**src/rtl/i2c_sensor_sequencer.sv**
```systemverilog
// i2c_sensor_sequencer: configures an I2C temperature-style sensor once per start,
// then periodically reads a 16-bit sample via two pointer-write/byte-read pairs.
// Ports:
//   clk, rst           system clock, asynchronous active-low reset
//   start              level; 1 runs config then polling, 0 stops at the next safe point
//   i2c_addr/data_in/rw/enable   request side of the I2C controller handshake
//   i2c_ready/data_out           controller idle flag (async to clk) and read byte
//   sample/sample_valid          last {msb,lsb} reading and its one-cycle update strobe
//   busy, error                  activity flag and sticky timeout flag
module i2c_sensor_sequencer #(
    parameter logic [6:0]  DEV_ADDR    = 7'h48,
    parameter logic [7:0]  CFG_VALUE   = 8'h60,
    parameter logic [7:0]  PTR_MSB     = 8'h00,
    parameter logic [7:0]  PTR_LSB     = 8'h01,
    parameter int unsigned POLL_PERIOD = 100000,
    parameter int unsigned TIMEOUT     = 4096
) (
    input  logic        clk,
    input  logic        rst,
    input  logic        start,
    output logic [6:0]  i2c_addr,
    output logic [7:0]  i2c_data_in,
    output logic        i2c_rw,
    output logic        i2c_enable,
    input  logic        i2c_ready,
    input  logic [7:0]  i2c_data_out,
    output logic [15:0] sample,
    output logic        sample_valid,
    output logic        busy,
    output logic        error
);

    localparam int unsigned PER_W = (POLL_PERIOD > 1) ? $clog2(POLL_PERIOD) : 1;
    localparam int unsigned TMO_W = (TIMEOUT > 1) ? $clog2(TIMEOUT) : 1;
    localparam logic [PER_W-1:0] PER_LAST = PER_W'(POLL_PERIOD - 1);
    localparam logic [TMO_W-1:0] TMO_LAST = TMO_W'(TIMEOUT - 1);

    typedef enum logic [3:0] {
        S_IDLE, S_CFG, S_POLL_WAIT, S_WR_PMSB, S_RD_MSB,
        S_WR_PLSB, S_RD_LSB, S_DONE, S_ERR
    } state_t;

    typedef enum logic {PH_REQ, PH_WAIT} phase_t;

    state_t           state, state_n;
    phase_t           phase, phase_n;
    logic [TMO_W-1:0] phase_cnt, phase_cnt_n;
    logic [PER_W-1:0] period_cnt, period_cnt_n;
    logic [7:0]       msb_q, msb_n;
    logic [7:0]       data_n;
    logic             rw_n;
    logic             enable_n;
    logic [15:0]      sample_n;
    logic             sample_valid_n;
    logic             busy_n;
    logic             error_n;
    logic             enter;
    logic             ready_m, ready_s;

    // Two-flop synchronizer for the controller idle flag; idle is the safe reset value.
    always_ff @(posedge clk or negedge rst) begin
        if (!rst) begin
            ready_m <= 1'b1;
            ready_s <= 1'b1;
        end else begin
            ready_m <= i2c_ready;
            ready_s <= ready_m;
        end
    end

    // State and registered outputs.
    always_ff @(posedge clk or negedge rst) begin
        if (!rst) begin
            state        <= S_IDLE;
            phase        <= PH_REQ;
            phase_cnt    <= '0;
            period_cnt   <= '0;
            msb_q        <= '0;
            i2c_addr     <= DEV_ADDR;
            i2c_data_in  <= '0;
            i2c_rw       <= 1'b0;
            i2c_enable   <= 1'b0;
            sample       <= '0;
            sample_valid <= 1'b0;
            busy         <= 1'b0;
            error        <= 1'b0;
        end else begin
            state        <= state_n;
            phase        <= phase_n;
            phase_cnt    <= phase_cnt_n;
            period_cnt   <= period_cnt_n;
            msb_q        <= msb_n;
            i2c_addr     <= DEV_ADDR;
            i2c_data_in  <= data_n;
            i2c_rw       <= rw_n;
            i2c_enable   <= enable_n;
            sample       <= sample_n;
            sample_valid <= sample_valid_n;
            busy         <= busy_n;
            error        <= error_n;
        end
    end

    // Next-state and next-output logic.
    always_comb begin
        state_n        = state;
        phase_n        = phase;
        // Both counters saturate so they can never wrap before their terminal count.
        phase_cnt_n    = (phase_cnt == TMO_LAST) ? phase_cnt : phase_cnt + TMO_W'(1);
        period_cnt_n   = (period_cnt == PER_LAST) ? period_cnt : period_cnt + PER_W'(1);
        msb_n          = msb_q;
        data_n         = i2c_data_in;
        rw_n           = i2c_rw;
        sample_n       = sample;
        sample_valid_n = 1'b0;
        error_n        = error;
        enter          = 1'b0;

        case (state)
            S_IDLE: begin
                if (start) begin
                    state_n      = S_CFG;
                    error_n      = 1'b0;
                    period_cnt_n = '0;
                end
            end
            S_CFG, S_WR_PMSB, S_RD_MSB, S_WR_PLSB, S_RD_LSB: begin
                if (phase == PH_REQ) begin
                    if (!ready_s) begin
                        phase_n     = PH_WAIT;
                        phase_cnt_n = '0;
                    end else if (phase_cnt == TMO_LAST) begin
                        state_n = S_ERR;
                    end
                end else if (ready_s) begin
                    case (state)
                        S_CFG:     state_n = S_POLL_WAIT;
                        S_WR_PMSB: state_n = S_RD_MSB;
                        S_RD_MSB: begin
                            msb_n   = i2c_data_out;
                            state_n = S_WR_PLSB;
                        end
                        S_WR_PLSB: state_n = S_RD_LSB;
                        S_RD_LSB: begin
                            sample_n       = {msb_q, i2c_data_out};
                            sample_valid_n = 1'b1;
                            state_n        = S_DONE;
                        end
                        default:   state_n = S_IDLE;
                    endcase
                end else if (phase_cnt == TMO_LAST) begin
                    state_n = S_ERR;
                end
            end
            S_POLL_WAIT: begin
                if (!start) begin
                    state_n = S_IDLE;
                end else if (period_cnt == PER_LAST) begin
                    state_n = S_WR_PMSB;
                end
            end
            S_DONE: state_n = start ? S_POLL_WAIT : S_IDLE;
            S_ERR: begin
                if (ready_s && !start) begin
                    state_n = S_IDLE;
                end
            end
            default: state_n = S_IDLE;
        endcase

        if (state_n == S_ERR && state != S_ERR) begin
            error_n = 1'b1;
        end

        // Entering any transaction state starts a fresh REQ phase with stable request fields.
        enter = (state_n != state) &&
                (state_n inside {S_CFG, S_WR_PMSB, S_RD_MSB, S_WR_PLSB, S_RD_LSB});
        if (enter) begin
            phase_n     = PH_REQ;
            phase_cnt_n = '0;
            case (state_n)
                S_CFG: begin
                    data_n = CFG_VALUE;
                    rw_n   = 1'b0;
                end
                S_WR_PMSB: begin
                    data_n       = PTR_MSB;
                    rw_n         = 1'b0;
                    period_cnt_n = '0;
                end
                S_WR_PLSB: begin
                    data_n = PTR_LSB;
                    rw_n   = 1'b0;
                end
                default: begin
                    data_n = 8'h00;
                    rw_n   = 1'b1;
                end
            endcase
        end

        enable_n = (state_n inside {S_CFG, S_WR_PMSB, S_RD_MSB, S_WR_PLSB, S_RD_LSB}) &&
                   (phase_n == PH_REQ);
        busy_n   = (state_n != S_IDLE);
    end

endmodule

```
**config.mk**
```make
export PLATFORM = sky130hd
export DESIGN_NAME = i2c_sensor_sequencer
export DESIGN_NICKNAME = d
export VERILOG_FILES = /design/src/rtl/i2c_sensor_sequencer.sv
export SDC_FILE = /design/constraint.sdc
export NUM_CORES = 1
export LEC_CHECK = 0
export ABC_AREA = 1
export BUFFER_PORTS_ARGS = -buffer_cell sky130_fd_sc_hd__buf_2
export CORE_UTILIZATION = 52
export CTS_CLUSTER_DIAMETER = 50
export DETAILED_ROUTE_END_ITERATION = 16
export PLACE_DENSITY_LB_ADDON = 0.2
export SLEW_MARGIN = 15
export SYNTH_ARGS = -nofsm -noshare
export SYNTH_HDL_FRONTEND = slang
export SYNTH_SLANG_ARGS = --single-unit
```
**constraint.sdc**
```tcl
create_clock -name clk -period 2.3 [get_ports clk]
set_clock_uncertainty 0.15 [all_clocks]
set_input_delay 0.115 -clock clk [delete_from_list [all_inputs] [get_ports clk]]
set_output_delay 0.115 -clock clk [all_outputs]
set_load 0.02 [all_outputs]
```
==> PnR_summary.wiki <==
{| class="wikitable"
! Metric !! Value
|-
| Top post-synthesis cells by area || sky130_fd_sc_hd__dfrtp_1 (45%), sky130_fd_sc_hd__nand2_1 (12%), sky130_fd_sc_hd__nor2_1 (4.2%)
|-
| Main flop type after synthesis || sky130_fd_sc_hd__dfrtp_1
|-
| Synth warnings || 0
|-
| Most Used Layer, Global Route || met2
|-
| Leakage power total || 2.09 nW
|-
| FMAX || 459 MHz
|-
| Critical Path Start || phase_cnt[0]
|-
| Drt via density || 5.14
|-
| Endpoint of the worst register-to-register path || phase_cnt[10]
|-
| Adder and majority gate portion of the synthesized area || 0.697%
|-
| Setup repair after global routing missed its margin || no
|-
| Share of final-layout standard cells stronger than drive strength 1 || 26.5%
|-
| Count of endpoints failing setup in the final report || 0
|-
| Largest net degree at the start of global routing || 27
|-
| Sequential share of power || 32.9%
|-
| Clk pin slew, worst setup/hold paths || 0.09 ns
|-
| Worst setup slack for register-to-register paths || 0.12 ns
|-
| Number of cells on the worst reg-to-reg path || 14
|-
| Number of vias in the routed layout || 2,901
|-
| Kind of path behind the tightest hold check || in -> reg
|-
| Total global-route track usage || 22.9%
|-
| Full die area || 0.00724 mm2
|-
| Antenna violations before repair || 0
|-
| Filler Cells Inserted || 560
|-
| Syn Area/Cell || 8.53 um2
|-
| Fraction of post-synthesis cell area in the top cell type by area || 45.3%
|-
| Complex-gate fraction of the synthesized area || 12.0%
|-
| Highest net fanout along the worst path || 9
|-
| Number of max-cap violations || 0
|-
| Post-layout min period || 2.18 ns
|-
| Number of top-level pins || 48
|-
| Number of global-route vias before repair || 2,874
|-
| Horizontal die dimension || 85.1 um
|-
| Clock Power Share || 20.6%
|-
| Buf/Inv on CP || 2
|-
| Area added between synthesis and finish || 17.7%
|-
| Initial DRC Count || 118
|-
| Nets || 496
|-
| Placeable core region || 0.00649 mm2
|-
| Number of detailed-routing iterations run before antenna repair || 6
|-
| Largest area contributor in the synthesized netlist || sky130_fd_sc_hd__dfrtp_1
|-
| Share of async-settable or async-resettable flops after synthesis || 100%
|-
| Arr. time, crit path || 2.29 ns
|-
| Grt total ovfl || 0
|-
| Total count of max-transition violations in the final report || 0
|-
| Area of the multi-input gates || 0.00164 mm2
|-
| Number of instances in the synthesized netlist || 421
|-
| Number of port buffers || 35
|-
| Kind of cell adding the most delay to the critical path || simple AND/OR/NAND/NOR gates
|-
| Fraction of power consumed by combinational cells || 46.6%
|-
| Startpoint of the lowest-slack register-to-register path || phase_cnt[0]
|-
| Final clock period utilization by the worst path || 94.7%
|-
| Row cnt || 29
|-
| GR Layer Usage met2 || 36.7%
|-
| Pwr/cell area || 1260 mW/mm2
|-
| Final Routed Wirelength || 7510 um
|-
| Initial Utilization || 55.3%
|-
| CTS buffer count || 9
|-
| Number of levels the H-tree was split into || 3
|-
| Count of cells along the worst hold path || 3
|-
| Residual antenna-violating net count after detailed routing || 0
|-
| Met1 demand-to-capacity share in global routing || 30.2%
|-
| Placed wire-length estimate || 5190 um
|-
| Largest vdd supply drop || 0.595 mV
|-
| Met3 capacity usage during global routing || 5.45%
|-
| Peak per-stage delay on the critical path || 0.44 ns
|-
| Flip-flop and latch count after synthesis || 67
|-
| Hold Vio Cnt, Final || 0
|-
| Wire length of the first global-routing pass || 13,100 um
|-
| Root buffer cell || sky130_fd_sc_hd__clkbuf_8
|-
| Clock tree buffer depth || 2
|-
| Detailed-route wire length per cell || 13.3 um
|-
| Insertion delay of the later-clocked pin in the worst-skew pair || 0.34 ns
|-
| Startpoint of the tightest hold check path || start
|-
| CP startpoint kind || register
|-
| Net switching fraction of the power || 42.6%
|-
| Post-Synth Simple-Gate Area || 28.1%
|-
| Post-Route Setup TNS || 0 ns
|-
| Gpl congestion || 0.889
|-
| List of cells traversed by the critical path || ha_4 > inv_2 > nor2_4 > nand4_1 > nand2_1 > nand2_1 > nand2_2 > nand2_4 > nand2_1 > nand2_1 > nor2_4 > nand2_8 > buf_4 > a21oi_2
|-
| Post-synthesis mux area share || 0.279%
|-
| Endpoint of the worst hold-timing path || state[1]
|-
| Hold Worst Slack || 0.0489 ns
|-
| Worst endpoint required time || 2.42 ns
|-
| Total internal power || 0.00307 W
|-
| Number of antenna diodes || 0
|-
| Die Height || 85.1 um
|-
| Element type at the critical path end || register
|-
| Switching power total || 0.00228 W
|-
| Category of the most critical setup path || reg -> reg
|-
| Netlist area before placement || 0.00359 mm2
|-
| CTS sink cnt || 67
|-
| Critical Path Most Common Cell || sky130_fd_sc_hd__nand2_1
|-
| Number of remaining DRC errors || 0
|-
| Clock tree from TritonCTS || done
|-
| Critical-path cell with the highest stage delay || sky130_fd_sc_hd__dfrtp_1
|-
| Post-synth cell types || 42
|-
| EDFF count, synth || 0
|-
| Status || finished clean
|-
| Sequential Area || 0.00168 mm2
|-
| Post-synthesis xor/xnor area fraction || 2.44%
|-
| Combinational family with the most area after synthesis || simple AND/OR/NAND/NOR gates
|-
| Share of synthesized area occupied by flip-flops and latches || 46.8%
|}
## tightest hold or removal path: cells and delay by family
family,cells,cell delay (ns)
and+or+nand+nor,2,0.26
buffers and inverters,1,0.12
## metrics by stage
| step | setup WS [ns] | total power [W] | utilization, % | cell area [um2] | instances |
|---|---|---|---|---|---|
| final | 0.123 | 0.00535 | 65.1 | 4230 | 564 |
| after global routing | 0.00230 | 0.00570 | 65.1 | 4230 | 564 |
| after CTS | 0.0210 | 0.00521 | 64.3 | 4180 | 563 |
| after detailed placement | 0.0590 | 0.00408 | 59.3 | 3850 | 537 |
| after global placement | 0.0997 | 0.00403 | 59.3 | 3850 | 537 |
| after floorplan | 0.255 | 0.00356 | - | 3630 | 431 |
## cells by family (layout without fill, tap and decap cells)
kind of cell,after synthesis,after routing
xor+xnor,10,10
other cells,2,12
compound gates,62,62
simple gates,215,215
buf+inv,62,118
mux,1,1
fa+ha+maj,2,2
flops,67,67
## area by class of cell
class / count / area share (%)
inverters: 39 / 3.64
clock buffers: 9 / 2.93
clock inverters: 7 / 2.40
repair buffers: 63 / 10.3
well taps: 77 / 2.28
multi-input cells: 302 / 38.7
flip-flops and latches: 67 / 39.7
## layer usage
metal,share of wire (%),wire (um)
met2,47,3520
met5,0,0
met3,4.8,364
met4,1.7,125
met1,47,3500
## what timing repair did
item | in CTS | in global routing
gates resized for setup | 0 | 8
hold buffers | 10 | 0
buffers inserted | 0 | 1
endpoints found under the setup margin | 0 | 18
endpoints found under the hold margin | 33 | 0
## flip-flops by register name, summed over array words and instances, names as in the netlist
| name | count |
|---|---|
| sample | 16 |
| sample_valid | 1 |
| phase_cnt | 12 |
| i2c_rw | 1 |
| i2c_data_in | 2 |
| ready_m | 1 |
| state | 4 |
| phase | 1 |
| i2c_enable | 1 |
| error | 1 |
| ready_s | 1 |
| msb_q | 8 |
| busy | 1 |
| period_cnt | 17 |
## synthesized netlist by cell type (4+ instances only)
master                     number
sky130_fd_sc_hd__o21ai_0       25
sky130_fd_sc_hd__o32ai_1        4
sky130_fd_sc_hd__a21oi_2       12
sky130_fd_sc_hd__nand3_2        6
sky130_fd_sc_hd__nand2_1      111
sky130_fd_sc_hd__xnor2_1        4
sky130_fd_sc_hd__dfrtp_1       65
sky130_fd_sc_hd__nor3_1         9
sky130_fd_sc_hd__inv_1         29
sky130_fd_sc_hd__nand3_1       17
sky130_fd_sc_hd__clkbuf_1       4
sky130_fd_sc_hd__nand2_4        7
sky130_fd_sc_hd__nand2_2        8
sky130_fd_sc_hd__nor2_2         6
sky130_fd_sc_hd__nand4_1        4
sky130_fd_sc_hd__nor2_1        40
sky130_fd_sc_hd__buf_4         14
sky130_fd_sc_hd__inv_2          7
sky130_fd_sc_hd__a21oi_1        7
sky130_fd_sc_hd__xor2_1         6
## worst max-delay path by stage
stage / to / slack [ns] / cells after the start
6_report: phase_cnt[10] / 0.12 / 14
5_1_grt: i2c_data_in[5] / 0.002 / 14
4_1_cts: i2c_data_in[5] / 0.02 / 14
3_5_place_dp: i2c_rw / 0.06 / 14
3_3_place_gp: i2c_data_in[0] / 0.1 / 13
2_1_floorplan: phase_cnt[6] / 0.26 / 14
## power by group through the flow
stage,registers [W],logic [W],clock network (W)
6_report,0.00176,0.00249,0.00110
3_5_place_dp,0.00176,0.00231,0
5_1_grt,0.00181,0.00272,0.00118
2_1_floorplan,0.00188,0.00168,0
4_1_cts,0.00175,0.00233,0.00113
3_3_place_gp,0.00176,0.00227,0
## cell usage in the layout, fill, tap and decap left out, drive strengths merged, types with 6 or more instances in the layout
master       count
a21oi           20
buf             53
clkbuf           9
conb            12
dfrtp           65
dlygate4sd3     10
inv             39
nand2          126
nand3           23
nor2            49
nor3             9
o21ai           25
xor2             6
Power figures use the tool's default switching activity.
